File: src/rtl/sim_ctrl_arbiter.sv
// sim_ctrl_arbiter: round-robin write-channel arbiter in front of the simulator-control peripheral.
module sim_ctrl_arbiter #(
   parameter int NumReq   = 2,
   parameter int BTimeout = 16
) (
   input  logic                 clk_i,
   input  logic                 rst_ni,
   input  logic [NumReq-1:0]    req_awvalid_i,
   input  logic [NumReq*32-1:0] req_awaddr_i,
   input  logic [NumReq-1:0]    req_wvalid_i,
   input  logic [NumReq*32-1:0] req_wdata_i,
   input  logic [NumReq*4-1:0]  req_be_i,
   output logic [NumReq-1:0]    req_awready_o,
   output logic [NumReq-1:0]    req_wready_o,
   output logic [NumReq-1:0]    req_bvalid_o,
   input  logic [NumReq-1:0]    req_bready_i,
   output logic [NumReq*2-1:0]  req_bresp_o,
   output logic                 sim_awvalid_o,
   output logic [31:0]          sim_awaddr_o,
   output logic                 sim_wvalid_o,
   output logic [31:0]          sim_wdata_o,
   output logic [3:0]           sim_be_o,
   input  logic                 sim_awready_i,
   input  logic                 sim_wready_i,
   input  logic                 sim_bvalid_i,
   output logic                 sim_bready_o,
   input  logic [1:0]           sim_bresp_i,
   output logic [NumReq-1:0]    grant_o,
   output logic                 busy_o
);
   localparam int IdxW = $clog2(NumReq);
   localparam int CntW = (BTimeout > 0) ? $clog2(BTimeout + 1) : 1;
   localparam logic [1:0] IDLE   = 2'd0;
   localparam logic [1:0] ISSUE  = 2'd1;
   localparam logic [1:0] WAIT_B = 2'd2;
   localparam logic [1:0] RESP   = 2'd3;

   logic [1:0]        state_q, state_d, bresp_q, bresp_d;
   logic [IdxW-1:0]   last_q, last_d, owner_q, owner_d, win, cand;
   logic [NumReq-1:0] grant_q, grant_d, elig, win_oh;
   logic [31:0]       addr_q, addr_d, data_q, data_d;
   logic [3:0]        be_q, be_d;
   logic [CntW-1:0]   cnt_q, cnt_d, cnt_inc;
   logic              found, accept, timeout, b_hs;

   assign elig = req_awvalid_i & req_wvalid_i;

   // Search starts one past the last completed owner so every requester gets a turn.
   always_comb begin
      win   = '0;
      cand  = '0;
      found = 1'b0;
      for (int k = 1; k <= NumReq; k++) begin
         cand = IdxW'((int'(last_q) + k) % NumReq);
         if (!found && elig[cand]) begin
            win   = cand;
            found = 1'b1;
         end
      end
   end

   assign win_oh  = NumReq'(1) << win;
   assign accept  = rst_ni && (state_q == IDLE) && found;
   assign cnt_inc = cnt_q + CntW'(1);
   assign timeout = (BTimeout != 0) && (cnt_inc == CntW'(BTimeout));
   assign b_hs    = (state_q == RESP) && req_bready_i[owner_q];

   always_comb begin
      state_d = state_q;
      last_d  = last_q;
      owner_d = owner_q;
      grant_d = grant_q;
      addr_d  = addr_q;
      data_d  = data_q;
      be_d    = be_q;
      bresp_d = bresp_q;
      cnt_d   = (state_q == WAIT_B) ? cnt_inc : '0;
      if (accept) begin
         state_d = ISSUE;
         owner_d = win;
         grant_d = win_oh;
         addr_d  = req_awaddr_i[32*win +: 32];
         data_d  = req_wdata_i[32*win +: 32];
         be_d    = req_be_i[4*win +: 4];
      end
      if (state_q == ISSUE && sim_awready_i && sim_wready_i) state_d = WAIT_B;
      if (state_q == WAIT_B && (sim_bvalid_i || timeout)) begin
         state_d = RESP;
         bresp_d = sim_bvalid_i ? sim_bresp_i : 2'b10;
      end
      if (b_hs) begin
         state_d = IDLE;
         last_d  = owner_q;
         grant_d = '0;
      end
   end

   always_ff @(posedge clk_i or negedge rst_ni) begin
      if (!rst_ni) begin
         state_q <= IDLE;
         last_q  <= IdxW'(NumReq - 1);
         owner_q <= '0;
         grant_q <= '0;
         addr_q  <= '0;
         data_q  <= '0;
         be_q    <= '0;
         bresp_q <= '0;
         cnt_q   <= '0;
      end else begin
         state_q <= state_d;
         last_q  <= last_d;
         owner_q <= owner_d;
         grant_q <= grant_d;
         addr_q  <= addr_d;
         data_q  <= data_d;
         be_q    <= be_d;
         bresp_q <= bresp_d;
         cnt_q   <= cnt_d;
      end
   end

   always_comb begin
      req_bresp_o = '0;
      if (state_q == RESP) req_bresp_o[2*owner_q +: 2] = bresp_q;
   end

   assign req_awready_o = accept ? win_oh : '0;
   assign req_wready_o  = accept ? win_oh : '0;
   assign req_bvalid_o  = (state_q == RESP) ? grant_q : '0;
   assign sim_awvalid_o = state_q == ISSUE;
   assign sim_wvalid_o  = state_q == ISSUE;
   assign sim_bready_o  = state_q == WAIT_B;
   assign sim_awaddr_o  = addr_q;
   assign sim_wdata_o   = data_q;
   assign sim_be_o      = be_q;
   assign grant_o       = grant_q;
   assign busy_o        = state_q != IDLE;
endmodule

File: config.mk
export PLATFORM = sky130hd
export DESIGN_NAME = sim_ctrl_arbiter
export DESIGN_NICKNAME = d
export VERILOG_FILES = /design/src/rtl/sim_ctrl_arbiter.sv
export SDC_FILE = /design/constraint.sdc
export NUM_CORES = 1
export LEC_CHECK = 0
export CORE_MARGIN = 2
export CORE_UTILIZATION = 39
export CTS_BUF_LIST = sky130_fd_sc_hd__clkbuf_4
export CTS_CLUSTER_SIZE = 24
export DETAILED_ROUTE_END_ITERATION = 16
export HOLD_SLACK_MARGIN = 0.1
export PLACE_DENSITY = 0.88
export SETUP_SLACK_MARGIN = 0.15
export SLEW_MARGIN = 20
export SYNTH_ARGS = -nofsm -noshare
export SYNTH_HDL_FRONTEND = slang
export SYNTH_SLANG_ARGS = --single-unit
File: constraint.sdc
create_clock -name clk_i -period 2.85 [get_ports clk_i]
set_clock_uncertainty 0.2 [all_clocks]
set_input_delay 0.285 -clock clk_i [delete_from_list [all_inputs] [get_ports clk_i]]
set_output_delay 0.285 -clock clk_i [all_outputs]
set_load 0.005 [all_outputs]
# Word-level counts from Yosys, hierarchy flattened
# Index checks and enable logic that the tools add are counted.
dict set report word_totals {
  ff_bits 81
  inputBits 149
  output_inout_bits 84
}
dict set report classes {
  add_sub_neg 4
  magnitude_cmp 3
  n_eq_ne 4
  shift 6
  n_mux 21
  bitwise 2
  reduce_logical 13
}
# operator n
set op_table {}
lappend op_table {{indexed part select 64 x 7 -> 32 bit} 2}
lappend op_table {{negator 2 -> 34 bit} 1}
lappend op_table {{variable shift 2 x 34 -> 4 bit, first input constant} 1}
lappend op_table {{indexed part select 2 x 34 -> 4 bit} 1}
lappend op_table {{2-to-1 mux 2 bit} 9}
lappend op_table {{2-to-1 mux 1 bit} 10}
lappend op_table {{indexed part select 8 x 4 -> 4 bit} 1}
lappend op_table {{logical AND 1 bit} 7}
lappend op_table {{< comparator 1 x 2 -> 1 bit, second input constant} 3}
lappend op_table {{adder 5 x 1 -> 5 bit, second input constant} 1}
lappend op_table {{== test 5 bit, second input constant} 1}
lappend op_table {{2-to-1 mux 5 bit} 1}
lappend op_table {{bitwise AND 4 bit} 1}
lappend op_table {{== test 2 bit, second input constant} 2}
lappend op_table {{2-to-1 mux 4 bit} 1}
lappend op_table {{nonzero test 2 bit} 2}
lappend op_table {{nonzero test 4 bit} 1}
lappend op_table {{adder 1 bit, second input constant} 2}
lappend op_table {{bitwise AND 2 bit} 1}
lappend op_table {{== test 2 x 1 -> 1 bit, second input constant} 1}
lappend op_table {{logical NOT 2 bit} 1}
lappend op_table {{<< shifter 1 x 1 -> 2 bit, first input constant} 1}
lappend op_table {{logical NOT 1 bit} 1}
lappend op_table {{logical OR 1 bit} 1}

# Logic depth before layout (Yosys ltp)
# Gate-level depths: netlist (run 1).
dict set report depth {
  word_depth 12
  depth_mapped 8
}

# Worst setup path before layout (run 1)
# Ideal clock, no wire load.
dict set report synth_timing {
  kind {reg2out}
  from {register state_q[1]}
  to {output port req_wready_o[0]}
  arrival_time_ps 1694
  t_required_ps 2365
  path_slack_ps 671
  path_stages_with_launch 6
  path_buffers 3
  cell_sequence {dfrtp_1 > or3b_1 > buf_6 > a311oi_4 > buf_6 > buf_4}
}
dict set report synth_between {
  elab_chain_len 4
}
# item line_no
set synth_rtl {}
lappend synth_rtl {{start: declaration} 38} ;# logic [1:0] state_q, state_d, bresp_q, bresp_d;
lappend synth_rtl {{start signal: assignment} 110} ;# state_q <= state_d;
lappend synth_rtl {{logical NOT 2 bit} 63} ;# assign accept = rst_ni && (state_q == IDLE) && found;
lappend synth_rtl {{logical AND 1 bit (2 in a row)} 63}
lappend synth_rtl {{2-to-1 mux 2 bit} --}
lappend synth_rtl {{end: declaration} 14} ;# output logic [NumReq-1:0] req_wready_o,
# No other way between the ends.

# Worst setup path in the final report (run 1)
dict set report layout_timing {
  from {input port rst_ni}
  to {output port req_awready_o[0]}
}
dict set report layout_between {
  elab_chain_len 3
}
# item line_no
set layout_rtl {}
lappend layout_rtl {{start: declaration} 7} ;# input logic rst_ni,
lappend layout_rtl {{logical AND 1 bit (2 in a row)} 63}
lappend layout_rtl {{2-to-1 mux 2 bit} 127} ;# assign req_awready_o = accept ? win_oh : '0;
lappend layout_rtl {{end: declaration} 13} ;# output logic [NumReq-1:0] req_awready_o,
# No other way between the ends.

==> qor.log, run 1 <==
[detailed_routing] via count 3750
[grt] initial antenna violation count 0
[timing] hold violation count in the final report 0
[setup_path] series of cell instances along the critical path dlygate4sd3_1 > buf_4 > or3b_4 > a311oi_4 > buf_4 > dlygate4sd2_1
[grt] largest net degree at the start of global routing 82
[yosys] part of the Yosys area used for sequential elements 0.503
[detailed_routing] number of search-and-repair iterations in the first detailed-routing pass 4
[detailed_routing] routed wire length per instance 16.7 um
[yosys] post-synthesis async set-or-reset flop share 1.00
[timing] RSZ-0062 raised after global routing false
[timing] setup TNS 0 ns
[yosys] cell area after synthesis 0.00403 mm2
[timing] Max Fclk 378 MHz
[pwr] part of the power in combinational logic 0.476
[cts] Clock Sinks 81
[floorplanning] initial cell density of the core 0.396
[setup_path] slowest cell on the critical path sky130_fd_sc_hd__dlygate4sd3_1
[yosys] Avg Synthesized Cell Area 10.8 um2
[layout] commonest cells after routing, fill and taps aside 227 x sky130_fd_sc_hd__clkdlybuf4s50_1, 144 x sky130_fd_sc_hd__nand2_1, 79 x sky130_fd_sc_hd__dfrtp_1
[run] Maximum Capacitance Violations 0
[grt] via count of the first global-routing pass 3896
[pwr] total chip power 0.00508 W
[grt] first-pass GRT wire length 19500 um
[yosys] count of distinct cell types in the synthesized netlist 35
[yosys] primary flip-flop cell chosen by synthesis mapping sky130_fd_sc_hd__dfrtp_1
[setup_path] dominant cell type by count on the critical path sky130_fd_sc_hd__buf_4
[setup_path] required arrival time at the worst endpoint 2.37 ns
[layout] register cell area after layout 0.00203 mm2
[cts] clock transition at the registers of the reported paths 0.14 ns
[setup_path] Top delay family on crit path buffers and inverters
[pwr] Net Sw Frac 0.324
[layout] layout cells sized above 1 0.168
[yosys] Yosys Warn Count 0
[cts] number of buffers added by the clock tree synthesis step 9
[placement] number of buffer cells added on primary ports 232
[pwr] Int Pwr 0.00343 W
[timing] Max-slew headroom 0.255
[layout] final antenna diode count 0
[pwr] power share of the sequential group 0.405
[grt] overall routing resource usage 0.221
[detailed_routing] Routed WL 12300 um
[setup_path] critical path launch point type input pin
[placement] DP HPWL 8740 um
[yosys] main area contributors after synthesis sky130_fd_sc_hd__dfrtp_1 50%, sky130_fd_sc_hd__a22oi_2 21%, sky130_fd_sc_hd__nand2_1 13%
[setup_path] maximum cell stage delay along the critical path 0.57 ns
[setup_path] data arrival at the endpoint of the critical path 2.16 ns
[floorplanning] number of rows created at floorplan 37
[detailed_routing] detailed-route DRC error count 0
[detailed_routing] via-per-instance ratio 5.08
[pwr] part of the total power dissipated in the clock network 0.119
[setup_path] category of the most critical setup path input pin to output port
[layout] number of nets in the layout 747
[cts] total number of H-tree levels 3
[placement] count of placed standard cells including taps 719
[hold_path] type of the worst min-delay path input pin to flop
[detailed_routing] Routed Antenna Nets 0
[timing] final critical path time including I/O delays and setup 2.64 ns
[yosys] area share of the largest cell type after synthesis 0.496
[setup_path] critical path endpoint category output port
[timing] final-report max-slew violation count 0
[yosys] top cell type by total area after synthesis sky130_fd_sc_hd__dfrtp_1
[pwr] peak supply drop 0.000346 V
[floorplanning] horizontal die dimension 106 um
[timing] Final Cycle Share 0.927
[timing] final setup violation count 0
[setup_path] Worst Path Max Fanout 4
[layout] utilization of the core after routing 0.636
[cts] Max Root-Sink Buffers 2
[cts] Worst-Skew Late Latency 0.42 ns
[grt] gr ovfl total 0
[floorplanning] area of the die 0.0112 mm2
[pwr] power density over the cells 785 mW/mm2
[cts] CTS tree built
[yosys] number of register bits inferred by synthesis 81
[setup_path] CP bufs+invs 4
[layout] count of filler cells inserted in the layout 839
[placement] weighted congestion reported at the end of routability-driven placement 0.782
[layout] Area Growth Syn to Fin 60.6%
[cts] Clock Root Buffer sky130_fd_sc_hd__clkbuf_4
[yosys] count of flip-flops with a built-in enable after synthesis 0
[yosys] Synth Instances 372
[layout] total area of multi-input combinational cells 0.00175 mm2
[floorplanning] number of primary I/O pins 233
[floorplanning] core region area 0.0102 mm2
[floorplanning] Die Y-Extent 106 um
[layout] most common cell after layout, fill and taps aside sky130_fd_sc_hd__clkdlybuf4s50_1
[pwr] net switching power of the design 0.00165 W
[layout] non-filler instance count after layout 738
[outcome] outcome finished, final reports clean
[detailed_routing] iteration-0 DRC count of the detailed router 199
[pwr] static leakage power 2.77 nW
[yosys] total nets after synthesis 522
[timing] Worst Tran Pin Value 1.12 ns
-- cells in the mapped netlist, types with 2 or more instances --
cell                       number
sky130_fd_sc_hd__a311oi_4       2
sky130_fd_sc_hd__nand2_1      144
sky130_fd_sc_hd__a21oi_1        5
sky130_fd_sc_hd__nor3_1         2
sky130_fd_sc_hd__and2_1         2
sky130_fd_sc_hd__and3_1         4
sky130_fd_sc_hd__a22oi_2       68
sky130_fd_sc_hd__a21o_1         2
sky130_fd_sc_hd__nor3b_1        2
sky130_fd_sc_hd__clkbuf_8       5
sky130_fd_sc_hd__buf_2          8
sky130_fd_sc_hd__nand3_1        4
sky130_fd_sc_hd__dfrtp_1       80
sky130_fd_sc_hd__buf_6          8
sky130_fd_sc_hd__buf_8          2
sky130_fd_sc_hd__nor2_1        10
sky130_fd_sc_hd__xor2_1         2
sky130_fd_sc_hd__inv_1          3
sky130_fd_sc_hd__buf_4          3
-- flip-flops by register name, summed over array words and instances, names as in the netlist --
name and flops:
last_q 1, sim_wdata_o 32, owner_q 1, grant_o 2, cnt_q 5, sim_be_o 4, bresp_q 2, sim_awaddr_o 32
state_q 2
-- layout make-up --
cell class                      instances  area share
Tap cell                              136      0.0263
Sequential cell                        81       0.313
Inverter                                3     0.00174
Timing Repair Buffer                  240       0.370
Clock inverter                          4     0.00464
Clock buffer                           12      0.0139
Multi-Input combinational cell        262       0.271
-- per-stage QoR --
step,instance area [um2],hold WS [ns],setup slack (ns)
global placement,6330,0.284,0.338
finish,6480,0.164,0.208
CTS,6470,0.137,0.201
global route,6480,0.148,0.161
floorplan,4030,-0.211,0.671
detailed placement,6330,0.286,0.297
-- logic make-up (layout without fill, tap and decap cells) --
family,after synthesis,count (layout),synth area share
multiplexers,1,1,0.00248
buffers and inverters,29,259,0.0651
XOR/XNOR,3,3,0.00651
AO/OA/AOI/OAI,84,84,0.247
adder cells (fa/ha/maj),1,1,0.00310
flip-flops,81,81,0.503
AND/OR/NAND/NOR,173,173,0.173
-- power groups by stage --
stage / clock (W) / combinational (W) / sequential (W)
after floorplan: 0 / 0.000994 / 0.00208
after global placement: 0 / 0.00238 / 0.00204
after detailed placement: 0 / 0.00244 / 0.00207
after CTS: 0.000631 / 0.00246 / 0.00206
after global routing: 0.000677 / 0.00262 / 0.00212
final: 0.000603 / 0.00242 / 0.00206
-- per-layer routing --
metal	share of wire	vias to the layer above	wire, um	GRT usage
li1	-	1731	-	-
met3	0.076	35	937	0.0631
met5	0	-	0	0
met2	0.50	153	6180	0.379
met1	0.39	1831	4760	0.257
met4	0.034	0	415	0.0977
-- final timing paths --
kind                            slack [ns]                            to                       start  cells past startpoint
min in group asynchronous             0.42   sim_wdata_o[18]$_DFFE_PN0P_                      rst_ni                      3
worst max register to register        0.38  sim_awaddr_o[12]$_DFFE_PN0P_      state_q[0]$_DFFE_PN0P_                      7
worst max-delay path                  0.21              req_awready_o[0]                      rst_ni                      6
max in group asynchronous             1.50        state_q[1]$_DFFE_PN0P_                      rst_ni                      3
worst min-delay path                  0.16   sim_wdata_o[11]$_DFFE_PN0P_             req_wdata_i[43]                      3
worst min register to register        0.31    sim_wdata_o[4]$_DFFE_PN0P_  sim_wdata_o[4]$_DFFE_PN0P_                      2
-- worst min-delay path: stages --
cell and delay (ns):
sky130_fd_sc_hd__clkdlybuf4s50_1 0.39, sky130_fd_sc_hd__nand2_1 0.05, sky130_fd_sc_hd__nand2_1 0.04
-- repair_timing --
action | in CTS | in global routing
buffers inserted | 2 | 0
hold buffers | 1 | 0
endpoints found under the hold margin | 80 | 0
resized for setup | 6 | 0
setup endpoints to repair | 4 | 0
(Power assumes the default switching activity.)
==> inputs of run 2 (changes only) <==
--- a/config.mk
+++ b/config.mk
@@ -10,7 +10,6 @@
 export CTS_BUF_LIST = sky130_fd_sc_hd__clkbuf_4
 export CTS_CLUSTER_SIZE = 24
 export DETAILED_ROUTE_END_ITERATION = 16
-export HOLD_SLACK_MARGIN = 0.1
 export PLACE_DENSITY = 0.88
 export SETUP_SLACK_MARGIN = 0.15
 export SLEW_MARGIN = 20
==> results of run 2 <==
Final layout, timing and power as in run 1 (identical DEF).
==> patch, RTL diff (config.mk and constraints of run 2) <==
Make the reset (`rst_ni`) synchronous in one clocked block.
--- a/src/rtl/sim_ctrl_arbiter.sv
+++ b/src/rtl/sim_ctrl_arbiter.sv
@@ -95,7 +95,7 @@
       end
    end
 
-   always_ff @(posedge clk_i or negedge rst_ni) begin
+   always_ff @(posedge clk_i) begin
       if (!rst_ni) begin
          state_q <= IDLE;
          last_q  <= IdxW'(NumReq - 1);
Formal check against the unedited RTL: differs if rst_ni is asserted again (counterexample within 4 cycles, from zero or initial values and one cycle with rst_ni low); with rst_ni held inactive, the same outputs for 10 cycles.
==> patch against run 2 <==
Design area is 7.6% lower; sequential share of layout area is 4.2 points lower; die area is 12% lower; worst setup slack better by 170 ps; wire length is 3.6% lower; first-iteration DRC count is 27% lower; synthesized area is 12% lower; sequential cell count stayed put; critical path type is now reg2out.
Power is not compared: it rests on default switching activity, and its combinational part moved more than twofold at a synthesized area within 25%.
==> patch: results (changes against run 2) <==
placed_design:
  gp_congestion: 0.919  # +18%
  hpwl_um: 8560  # -2.1%
  port_buffers: 232  # unchanged
synth:
  yosys.area_share.adder_pct: 0.354  # +0.044 points
  ys_top_cells_by_area: "dfxtp_1 (46%), nand2_1 (16%), a31oi_1 (12%), o21ai_0 (9.1%), clkbuf_1 (2.5%)"
  synth_compound_area_share_pct: 25.3  # +0.65 points
  synth_xor_area_share_pct: 0.743  # +0.092 points
  ys_async_sr_fraction_pct: 0  # -100 points
  synth_mux_area_share_pct: 0.283  # +0.035 points
  seq_area_frac_synth_pct: 45.9  # -4.4 points
  synth_commonest_cells: "nand2_1 (148), dfxtp_1 (81), a31oi_1 (70)"
  yosysUniqueCellTypes: 32  # -8.6%
  synth_fp_nets: 617  # +18%
  yosys_warnings: 0  # unchanged
critical_path:
  r2r_slack_ps: 960  # +580 ps
  arrival_ps: 1990  # -170 ps
  crit_fanout: 10  # +6
finish:
  fill_cells: 705  # -16%
  layout.nets: 821  # +9.9%
  antenna_cells: 0  # unchanged
  drive_gt1_share_pct: 3.70  # -13 points
power_and_ir_drop:
  p_leak_uw: 0.00231
  ir_drop_uv: 252
clock_tree:
  worstSkewPairLatency_ps: 410
  post_cts_buffers: 0  # -2
  cts_made_buffers: 9  # unchanged
  cts_resized: 0  # -6
  htree_levels: 3  # unchanged
  cts.clk_slew.worst_paths_ps: 110  # -30 ps
  clk_path_buf_depth: 2  # unchanged
  root_buffer: "clkbuf_4"
hold_path:
  min_path_type: "in2reg"
route:
  vias: 4144  # +11%
  dr.pass1.iters: 4  # unchanged
  drt-initial-drc-count: 145  # -27%
  wirelength_um: 11800  # -3.6%
global_route:
  antenna_found_initial: 0  # unchanged
  grt_usage_pct: 23.6  # +1.4 points
  grt_pass1_wl_um: 19000  # -2.2%
  grt_max_degree: 140  # +71%
timing:
  worstMarginPinSlew_ps: 532  # -586 ps
outcome:
  status: "completed"
run:
  maxCapViolCount: 0  # unchanged
==> patch: per-stage QoR <==
stage / setup WS [ps] / area [um^2] / util (%) / hold slack [ps] / instances
6_report: 377 / 5980 / 68.3 / 123 / 783
5_1_grt: 222 / 5980 / 68.3 / 106 / 783
4_1_cts: 358 / 5980 / 68.3 / 76.0 / 783
3_5_place_dp: 486 / 5830 / 66.5 / 269 / 768
3_3_place_gp: 496 / 5830 / 66.5 / 252 / 768
2_1_floorplan: 1140 / 3530 / - / 237 / 467
==> patch: layout make-up <==
cell class,instances,share of cell area (%)
multi-input combinational,338,28.0
tap,108,2.26
timing repair buffer,238,39.9
clock inverter,6,1.40
clock buffer,9,1.13
inverter,3,0.188
sequential,81,27.1
==> patch: kinds of logic after synthesis <==
logic type / Yosys count
AND/OR/NAND/NOR: 178
adder cells (fa/ha/maj): 1
flip-flops: 81
multiplexers: 1
AO/OA/AOI/OAI: 155
buffers and inverters: 48
XOR/XNOR: 3
==> patch: power breakdown <==
group / switching [uW] / internal, uW
registers: 45.8 / 1220
clock network: 386 / 347
logic: 240 / 394
total: 671 / 1960
==> patch: worst paths after layout <==
path         startpoint          endpoint  cells past startpoint
max          state_q[1]      sim_bready_o                      2
min              rst_ni        grant_o[1]                      4
max reg2reg  state_q[1]  sim_awaddr_o[26]                      5
min reg2reg  grant_o[1]        grant_o[1]                      2
==> patch: critical path, stage by stage (launching register included) <==
cell and delay [ps]:
dfxtp_1 530, nor2b_1 470, clkdlybuf4s50_1 600
==> patch: layer usage <==
layer / GRT usage, % / part of all wire, % / vias up / wire length [um]
met3: 6.25 / 8.2 / 22 / 975
met4: 9.17 / 2.4 / 0 / 280
met5: 0 / 0 / - / 0
met2: 42.6 / 51 / 181 / 6010
li1: - / - / 2023 / -
met1: 26.4 / 39 / 1918 / 4570
